### src/rtl/stream_alu_if.sv
// Stream bundle for stream_alu: two operand channels, an opcode channel and
// one result channel, all on the stb/ack handshake.
interface stream_alu_if #(
  parameter int bits = 16
);
  logic [bits-1:0] in1;
  logic            in1_stb;
  logic            in1_ack;
  logic [bits-1:0] in2;
  logic            in2_stb;
  logic            in2_ack;
  logic [1:0]      op;
  logic            op_stb;
  logic            op_ack;
  logic [bits-1:0] out1;
  logic            out1_stb;
  logic            out1_ack;

  // Upstream/downstream side of the block
  modport master (
    output in1, in1_stb, in2, in2_stb, op, op_stb, out1_ack,
    input  in1_ack, in2_ack, op_ack, out1, out1_stb
  );

  // The arithmetic block itself
  modport slave (
    input  in1, in1_stb, in2, in2_stb, op, op_stb, out1_ack,
    output in1_ack, in2_ack, op_ack, out1, out1_stb
  );
endinterface

### src/rtl/stream_alu.sv
// Two-operand arithmetic stream block: collects A, B and an opcode on
// independent stb/ack channels, computes add/sub (optionally saturating) or
// the low/high half of the signed product, and offers the result on out1.
//
// state | meaning
// GET   | acks raised for every channel not yet captured; latch words
// EXEC  | compute on latched words, register result, raise out1_stb
// PUT   | hold result until out1_ack, then return to GET
module stream_alu #(
  parameter int bits     = 16,
  parameter bit saturate = 1'b0
) (
  input logic         clk,
  input logic         rst,
  stream_alu_if.slave bus
);

  typedef enum logic [1:0] {GET, EXEC, PUT} state_t;

  state_t          state;
  logic [bits-1:0] a_q;
  logic [bits-1:0] b_q;
  logic [1:0]      op_q;
  logic            a_got;
  logic            b_got;
  logic            op_got;
  logic            in1_ack_q;
  logic            in2_ack_q;
  logic            op_ack_q;
  logic [bits-1:0] out1_q;
  logic            out1_stb_q;

  logic            take_a;
  logic            take_b;
  logic            take_op;
  logic            all_got;
  logic [bits:0]     sum_ext;
  logic [2*bits-1:0] prod;
  logic [bits-1:0]   sat_max;
  logic [bits-1:0]   sat_min;
  logic [bits-1:0]   result;

  assign bus.in1_ack  = in1_ack_q;
  assign bus.in2_ack  = in2_ack_q;
  assign bus.op_ack   = op_ack_q;
  assign bus.out1     = out1_q;
  assign bus.out1_stb = out1_stb_q;

  // Acks are only ever high in GET, so a transfer implies we are collecting
  assign take_a  = bus.in1_stb & in1_ack_q;
  assign take_b  = bus.in2_stb & in2_ack_q;
  assign take_op = bus.op_stb  & op_ack_q;
  assign all_got = (a_got | take_a) & (b_got | take_b) & (op_got | take_op);

  // Datapath: one extra bit on add/sub exposes signed overflow; operands are
  // sign-extended to 2*bits so an unsigned multiply yields the signed product
  always_comb begin
    sat_max = {1'b0, {(bits-1){1'b1}}};
    sat_min = {1'b1, {(bits-1){1'b0}}};
    if (op_q == 2'd1) begin
      sum_ext = {a_q[bits-1], a_q} - {b_q[bits-1], b_q};
    end else begin
      sum_ext = {a_q[bits-1], a_q} + {b_q[bits-1], b_q};
    end
    prod = {{bits{a_q[bits-1]}}, a_q} * {{bits{b_q[bits-1]}}, b_q};
    case (op_q)
      2'd2:    result = prod[bits-1:0];
      2'd3:    result = prod[2*bits-1:bits];
      default: begin
        if (saturate && (sum_ext[bits] != sum_ext[bits-1])) begin
          result = sum_ext[bits] ? sat_min : sat_max;
        end else begin
          result = sum_ext[bits-1:0];
        end
      end
    endcase
  end

  // Control FSM with registered handshake outputs and operand latches
  always_ff @(posedge clk or posedge rst) begin
    if (rst) begin
      state      <= GET;
      a_q        <= '0;
      b_q        <= '0;
      op_q       <= '0;
      a_got      <= 1'b0;
      b_got      <= 1'b0;
      op_got     <= 1'b0;
      in1_ack_q  <= 1'b0;
      in2_ack_q  <= 1'b0;
      op_ack_q   <= 1'b0;
      out1_q     <= '0;
      out1_stb_q <= 1'b0;
    end else begin
      case (state)
        GET: begin
          if (take_a) begin
            a_q       <= bus.in1;
            a_got     <= 1'b1;
            in1_ack_q <= 1'b0;
          end else if (!a_got) begin
            in1_ack_q <= 1'b1;
          end
          if (take_b) begin
            b_q       <= bus.in2;
            b_got     <= 1'b1;
            in2_ack_q <= 1'b0;
          end else if (!b_got) begin
            in2_ack_q <= 1'b1;
          end
          if (take_op) begin
            op_q     <= bus.op;
            op_got   <= 1'b1;
            op_ack_q <= 1'b0;
          end else if (!op_got) begin
            op_ack_q <= 1'b1;
          end
          if (all_got) begin
            state <= EXEC;
          end
        end
        EXEC: begin
          out1_q     <= result;
          out1_stb_q <= 1'b1;
          a_got      <= 1'b0;
          b_got      <= 1'b0;
          op_got     <= 1'b0;
          state      <= PUT;
        end
        PUT: begin
          if (bus.out1_ack) begin
            out1_stb_q <= 1'b0;
            state      <= GET;
          end
        end
        default: state <= GET;
      endcase
    end
  end

endmodule

### src/flat_wrapper.sv
// flat-port wrapper written by rule: the top's interface ports become plain ports
module stream_alu_flat 
#(
  parameter int bits     = 16,
  parameter bit saturate = 1'b0
)
  (clk, rst, bus_in1, bus_in1_stb, bus_in2, bus_in2_stb, bus_op, bus_op_stb, bus_out1_ack, bus_in1_ack, bus_in2_ack, bus_op_ack, bus_out1, bus_out1_stb);
  stream_alu_if #(.bits(bits)) bus_i ();
  input logic clk;
  input logic rst;
  input wire logic [$bits(bus_i.in1)-1:0] bus_in1;
  input wire logic [$bits(bus_i.in1_stb)-1:0] bus_in1_stb;
  input wire logic [$bits(bus_i.in2)-1:0] bus_in2;
  input wire logic [$bits(bus_i.in2_stb)-1:0] bus_in2_stb;
  input wire logic [$bits(bus_i.op)-1:0] bus_op;
  input wire logic [$bits(bus_i.op_stb)-1:0] bus_op_stb;
  input wire logic [$bits(bus_i.out1_ack)-1:0] bus_out1_ack;
  output wire logic [$bits(bus_i.in1_ack)-1:0] bus_in1_ack;
  output wire logic [$bits(bus_i.in2_ack)-1:0] bus_in2_ack;
  output wire logic [$bits(bus_i.op_ack)-1:0] bus_op_ack;
  output wire logic [$bits(bus_i.out1)-1:0] bus_out1;
  output wire logic [$bits(bus_i.out1_stb)-1:0] bus_out1_stb;
  assign bus_i.in1 = bus_in1;
  assign bus_i.in1_stb = bus_in1_stb;
  assign bus_i.in2 = bus_in2;
  assign bus_i.in2_stb = bus_in2_stb;
  assign bus_i.op = bus_op;
  assign bus_i.op_stb = bus_op_stb;
  assign bus_i.out1_ack = bus_out1_ack;
  assign bus_in1_ack = bus_i.in1_ack;
  assign bus_in2_ack = bus_i.in2_ack;
  assign bus_op_ack = bus_i.op_ack;
  assign bus_out1 = bus_i.out1;
  assign bus_out1_stb = bus_i.out1_stb;
  stream_alu #(.bits(bits), .saturate(saturate)) u_core (.clk(clk), .rst(rst), .bus(bus_i));
endmodule
### config.mk
export PLATFORM = sky130hd
export DESIGN_NAME = stream_alu_flat
export DESIGN_NICKNAME = d
export VERILOG_FILES = /design/src/rtl/stream_alu_if.sv /design/src/rtl/stream_alu.sv /design/src/flat_wrapper.sv
export SDC_FILE = /design/constraint.sdc
export NUM_CORES = 1
export LEC_CHECK = 0
export CAP_MARGIN = 20
export CELL_PAD_IN_SITES_DETAIL_PLACEMENT = 0
export CELL_PAD_IN_SITES_GLOBAL_PLACEMENT = 1
export CORE_ASPECT_RATIO = 1.2
export CORE_MARGIN = 2
export CORE_UTILIZATION = 54
export CTS_CLUSTER_DIAMETER = 100
export DETAILED_ROUTE_END_ITERATION = 8
export PLACE_DENSITY = 0.95
export SLEW_MARGIN = 15
export SYNTH_ARGS = -nofsm -noshare
export SYNTH_HDL_FRONTEND = slang
export SYNTH_SLANG_ARGS = --single-unit
### constraint.sdc
create_clock -name clk -period 17.9 [get_ports clk]
set_clock_uncertainty 0.05 [all_clocks]
set_input_delay 3.58 -clock clk [delete_from_list [all_inputs] [get_ports clk]]
set_output_delay 3.58 -clock clk [all_outputs]
set_load 0.005 [all_outputs]
* Word-level counts from Yosys, hierarchy flattened
Index checks and enable logic that the tools add are counted.
** Word-level totals
- Register bits :: 59
- Bits in latches :: 0
- Memory bits (writable) :: 0
- Bits in read-only memories :: 0
- Input bits :: 40
- Output and inout port bits :: 20
- Logic and storage cells :: 69
- Memories kept :: 0
** Cells by class
- $add $sub $neg :: 2
- Multipliers :: 1
- Divide/modulo/power cells :: 0
- $lt $le $gt $ge :: 0
- Eq/ne operators :: 13
- Shift-type cells :: 0
- Muxes and demuxes :: 19
- Bitwise logic cells :: 8
- Reductions and logical operators :: 14
** Operators with widths (number)
- multiplier 16 x 16 -> 32 bit :: 1
- one-hot mux 16 bit (2 select lines) :: 1
- AND reduction 2 bit :: 11
- adder 16 bit :: 1
- 2-to-1 mux 16 bit :: 1
- subtractor 16 bit :: 1
- 2-to-1 mux 1 bit :: 10
- inequality test 2 x 1 -> 1 bit, second input constant :: 4
- inequality test 2 bit, second input constant :: 4
- one-hot mux 1 bit (2 select lines) :: 4
- == test 2 bit, second input constant :: 3
- one-hot mux 2 bit (3 select lines) :: 1
- bitwise AND 1 bit :: 5
- == test 2 x 1 -> 1 bit, second input constant :: 2
- 2-to-1 mux 2 bit :: 2
- nonzero test 2 bit :: 2
- OR 1 bit :: 3
- zero test 2 bit :: 1

* Longest topological paths before layout
- Depth in word-level cells :: 6
- Mapped depth :: 25
- Depth with buffers taken out :: 22

* Worst setup path before layout
No wires, ideal clock.
- Kind :: reg2reg
- Start point :: reg u_core.b_q[7]
- End point :: reg u_core.out1_q[12], in the netlist u_core.bus.out1[12]
- Library setup time :: 125 ps
- Arrival :: 6222 ps
- Required time :: 17725 ps
- Slack :: 11503 ps
- Stages on the path, launching flop included :: 25
- Path buffers :: 2
- Clock period less this slack :: 6397 ps
- Path through :: dfrtp_1 -> clkbuf_1 -> buf_1 -> nand2_1 -> fa_1 -> inv_1 -> fa_1 -> inv_1 -> fa_1 -> inv_1 -> fa_1 -> fa_1 -> inv_1 -> fa_1 -> inv_1 -> ha_1 -> a21oi_1 -> o221ai_1 -> a211o_1 -> a21oi_2 -> nor4b_2 -> or4_1 -> nand2_1 -> o221ai_1 -> mux2_2
** Between the ends
- Word-level cells in the longest chain between the ends :: 3
- Elaborated cells between the ends (all ways) :: 5
- Those cells by class :: add/sub (2); mul (1); mux (2)
** RTL lines
- from (decl) :: RTL line stream_alu.sv:22 : logic [bits-1:0] b_q;
- from (signal assigned) :: RTL line stream_alu.sv:105 : b_q <= bus.in2;
- branches (longest 2 deep; another with multiplier 16 x 16 -> 32 bit)
- one-hot mux 16 bit (2 select lines) (*) :: RTL line stream_alu.sv:66 : case (op_q)
- to (signal assigned) :: RTL line stream_alu.sv:123 : out1_q <= result;
- to (decl) :: RTL line stream_alu.sv:30 : logic [bits-1:0] out1_q;
Mark *: on every way between the ends.
A chain may end at the register's enable or synchronous reset.

* Worst setup path in the final report
Same ends and word-level chain as after synthesis.

==> flow_metrics.py <==
metrics = {
    "timing": {
        "fin_crit_ns": 7.18,
        "slew_headroom": 0.258,
        "fmax_mhz": 139,
        "rsz0062_at_grt": "no",
        "maxSlewViolCount": 0,
        "tightest_slew_ns": 1.11,
        "min_period_over_period": 0.401,
        "tns_ns": 0,
        "hold_viol": 0,
        "finalSetupViolations": 0,
    },
    "clocking": {
        "post-cts-setup-buffers": 0,
        "cts_tree": "yes",
        "numCtsBuffers": 9,
        "ctsLongestPathBuffers": 2,
        "h-tree-depth": 3,
        "clk_pin_slew_ns": 0.06,
        "insertion_delay_ns": 0.33,
        "clock-root-buffer": "clkbuf_16",
        "cts_resized": 0,
        "clock_sinks": 59,
        "hold_buffers": 0,
    },
    "synth": {
        "yosysSeqAreaShare": 0.111,
        "syn-mean-instance-area_um2": 9.15,
        "async_reset_ff_frac": 1.00,
        "synth-seq-cells": 59,
        "yosysWarnings": 0,
        "ys.flop_type": "dfrtp_1",
        "syn_area_um2": 13300,
        "ys_types": 54,
        "syn-num-nets": 1858,
        "postSynthCellCount": 1456,
        "synth_edf_count": 0,
    },
    "cells_and_area": {
        "drive_above_1_share": 0.0379,
        "finalNonFillerCells": 1797,
        "layout_common_cells": "inv_1 (305), fa_1 (263), nand2_1 (161)",
        "fin_nets": 1874,
        "final_common_cell": "inv_1",
        "diodes": 0,
        "syn2layout_area_growth_pct": 8.13,
        "fin_area_um2": 14400,
    },
    "route": {
        "wirelength_um": 33100,
        "post-route-drc-count": 0,
        "drt_pass1_iterations": 5,
        "post_drt_via_cell_ratio": 5.56,
        "ant_nets": 0,
        "drt_iter0_drc": 572,
        "wl_per_cell_um": 18.4,
        "via_count": 9985,
    },
    "place": {
        "dp.cells": 1781,
        "place_congestion": 0.933,
        "post_dp_cell_area_um2": 14100,
        "dp_hpwl_um": 26400,
        "portBuffers": 59,
    },
    "worst_setup_path": {
        "end_kind": "flop",
        "critical_path_depth": 22,
        "worstPathRequired_ns": 18.07,
        "startpoint_type": "flop",
        "cp_slowest_cell": "dfrtp_1",
        "cpPeakStageDelay_ns": 1.02,
        "cp_cell_sequence": "nand2_1 > fa_1 > inv_1 > fa_1 > inv_1 > fa_1 > inv_1 > fa_1 > fa_1 > inv_1 > fa_1 > inv_1 > ha_1 > nand3_1 > o221ai_1 > a211o_1 > a21oi_2 > nor4b_2 > or4_1 > nand2_1 > o221ai_1 > mux2_2",
        "rr_worst_depth": 22,
        "critical-path-top-delay-family": "adder cells",
        "cp_common_cell": "fa_1",
        "crit_buf_inv": 5,
        "critPathMaxFanout": 21,
        "critPathArrivalTime_ns": 7.34,
        "crit_type": "flop to flop",
    },
    "die": {
        "core-area_um2": 24100,
        "dieArea_um2": 25900,
        "die_w_um": 147,
        "std_cell_rows": 62,
        "die_h_um": 176,
        "ios": 60,
        "start_util": 0.552,
    },
    "status": {
        "outcome": "complete, no violations",
    },
    "global_route": {
        "grt_max_degree": 60,
        "antenna_found_initial": 0,
        "grt_overflow": 0,
        "first_global_vias": 11000,
        "grt_pass1_wl_um": 55600,
        "grt_usage": 0.273,
    },
    "worst_hold_path": {
        "whs_path_depth": 2,
        "hold_path_class": "flop to flop",
    },
    "flow_run": {
        "drv_cap": 0,
    },
}
==> worst paths after layout <==
kind / start / to / slack, ns
max in group asynchronous: rst / u_core.b_q[6] / 13.52
hold reg to reg: u_core.bus.out1[8] / u_core.bus.out1[8] / 0.43
setup / recovery: u_core.b_q[7] / u_core.bus.out1[12] / 10.72
setup reg to reg: u_core.b_q[7] / u_core.bus.out1[12] / 10.72
min in group asynchronous: rst / u_core.bus.out1[8] / 3.77
hold / removal: u_core.bus.out1[8] / u_core.bus.out1[8] / 0.43
==> synthesized netlist by cell type (all sizes together), types with 28 or more instances <==
cell type | count | share of area
inv | 306 | 0.086
fa | 263 | 0.40
nand2 | 161 | 0.045
and2 | 123 | 0.058
ha | 99 | 0.093
dfrtp | 59 | 0.11
clkbuf | 56 | 0.016
nor2 | 55 | 0.016
a21oi | 50 | 0.020
o21ai | 47 | 0.018
xnor2 | 34 | 0.022
mux2 | 28 | 0.024
==> worst reg2reg max path, cell delays in order (launching register included) <==
cell      delay, ns
dfrtp_1        1.02
nand2_1        0.20
fa_1           0.59
inv_1          0.05
fa_1           0.51
inv_1          0.06
fa_1           0.53
inv_1          0.05
fa_1           0.49
fa_1           0.51
inv_1          0.05
fa_1           0.48
inv_1          0.05
ha_1           0.34
nand3_1        0.17
o221ai_1       0.17
a211o_1        0.33
a21oi_2        0.30
nor4b_2        0.12
or4_1          0.47
nand2_1        0.09
o221ai_1       0.13
mux2_2         0.31
==> sequential cells by signal (all words and copies together), names as in the netlist <==
signal,count
u_core.a_got,1
u_core.a_q,16
u_core.b_got,1
u_core.b_q,16
u_core.bus.in1_ack,1
u_core.bus.in2_ack,1
u_core.bus.op_ack,1
u_core.bus.out1,16
u_core.bus.out1_stb,1
u_core.op_got,1
u_core.op_q,2
u_core.state,2
==> metal layers <==
| layer | up-vias | global-route usage | share of wire |
|---|---|---|---|
| met4 | 0 | 0.0933 | 0.034 |
| met3 | 73 | 0.0276 | 0.048 |
| met1 | 5110 | 0.340 | 0.39 |
| met2 | 288 | 0.498 | 0.53 |
| met5 | - | 0 | 0 |
| li1 | 4514 | - | - |
==> cell families after synthesis <==
| family | share of synthesized area |
|---|---|
| multiplexers | 0.0297 |
| AO/OA/AOI/OAI | 0.0847 |
| AND/OR/NAND/NOR | 0.150 |
| XOR/XNOR | 0.0335 |
| buffers and inverters | 0.103 |
| adder cells (fa/ha/maj) | 0.488 |
| flip-flops | 0.111 |
==> final cells by class <==
| type | count | area, um^2 |
|---|---|---|
| sequential | 59 | 1480 |
| timing repair buffer | 65 | 636 |
| fill | 2023 | 9730 |
| multi-input combinational | 1031 | 10500 |
| clock inverter | 5 | 38.8 |
| clock buffer | 11 | 233 |
| tap | 320 | 400 |
| inverter | 306 | 1150 |
==> stage by stage <==
step | setup WS [ns] | hold WS, ns | util
after CTS | 10.77 | 0.434 | 0.597
after floorplan | 11.50 | 0.406 | -
after global placement | 10.89 | 0.415 | 0.586
after detailed placement | 10.79 | 0.421 | 0.586
after global routing | 10.43 | 0.460 | 0.597
final | 10.72 | 0.426 | 0.597
Power is left out: the tool's default activity adds up to more than one toggle a clock period on the data nets, which glitch-free logic cannot reach.
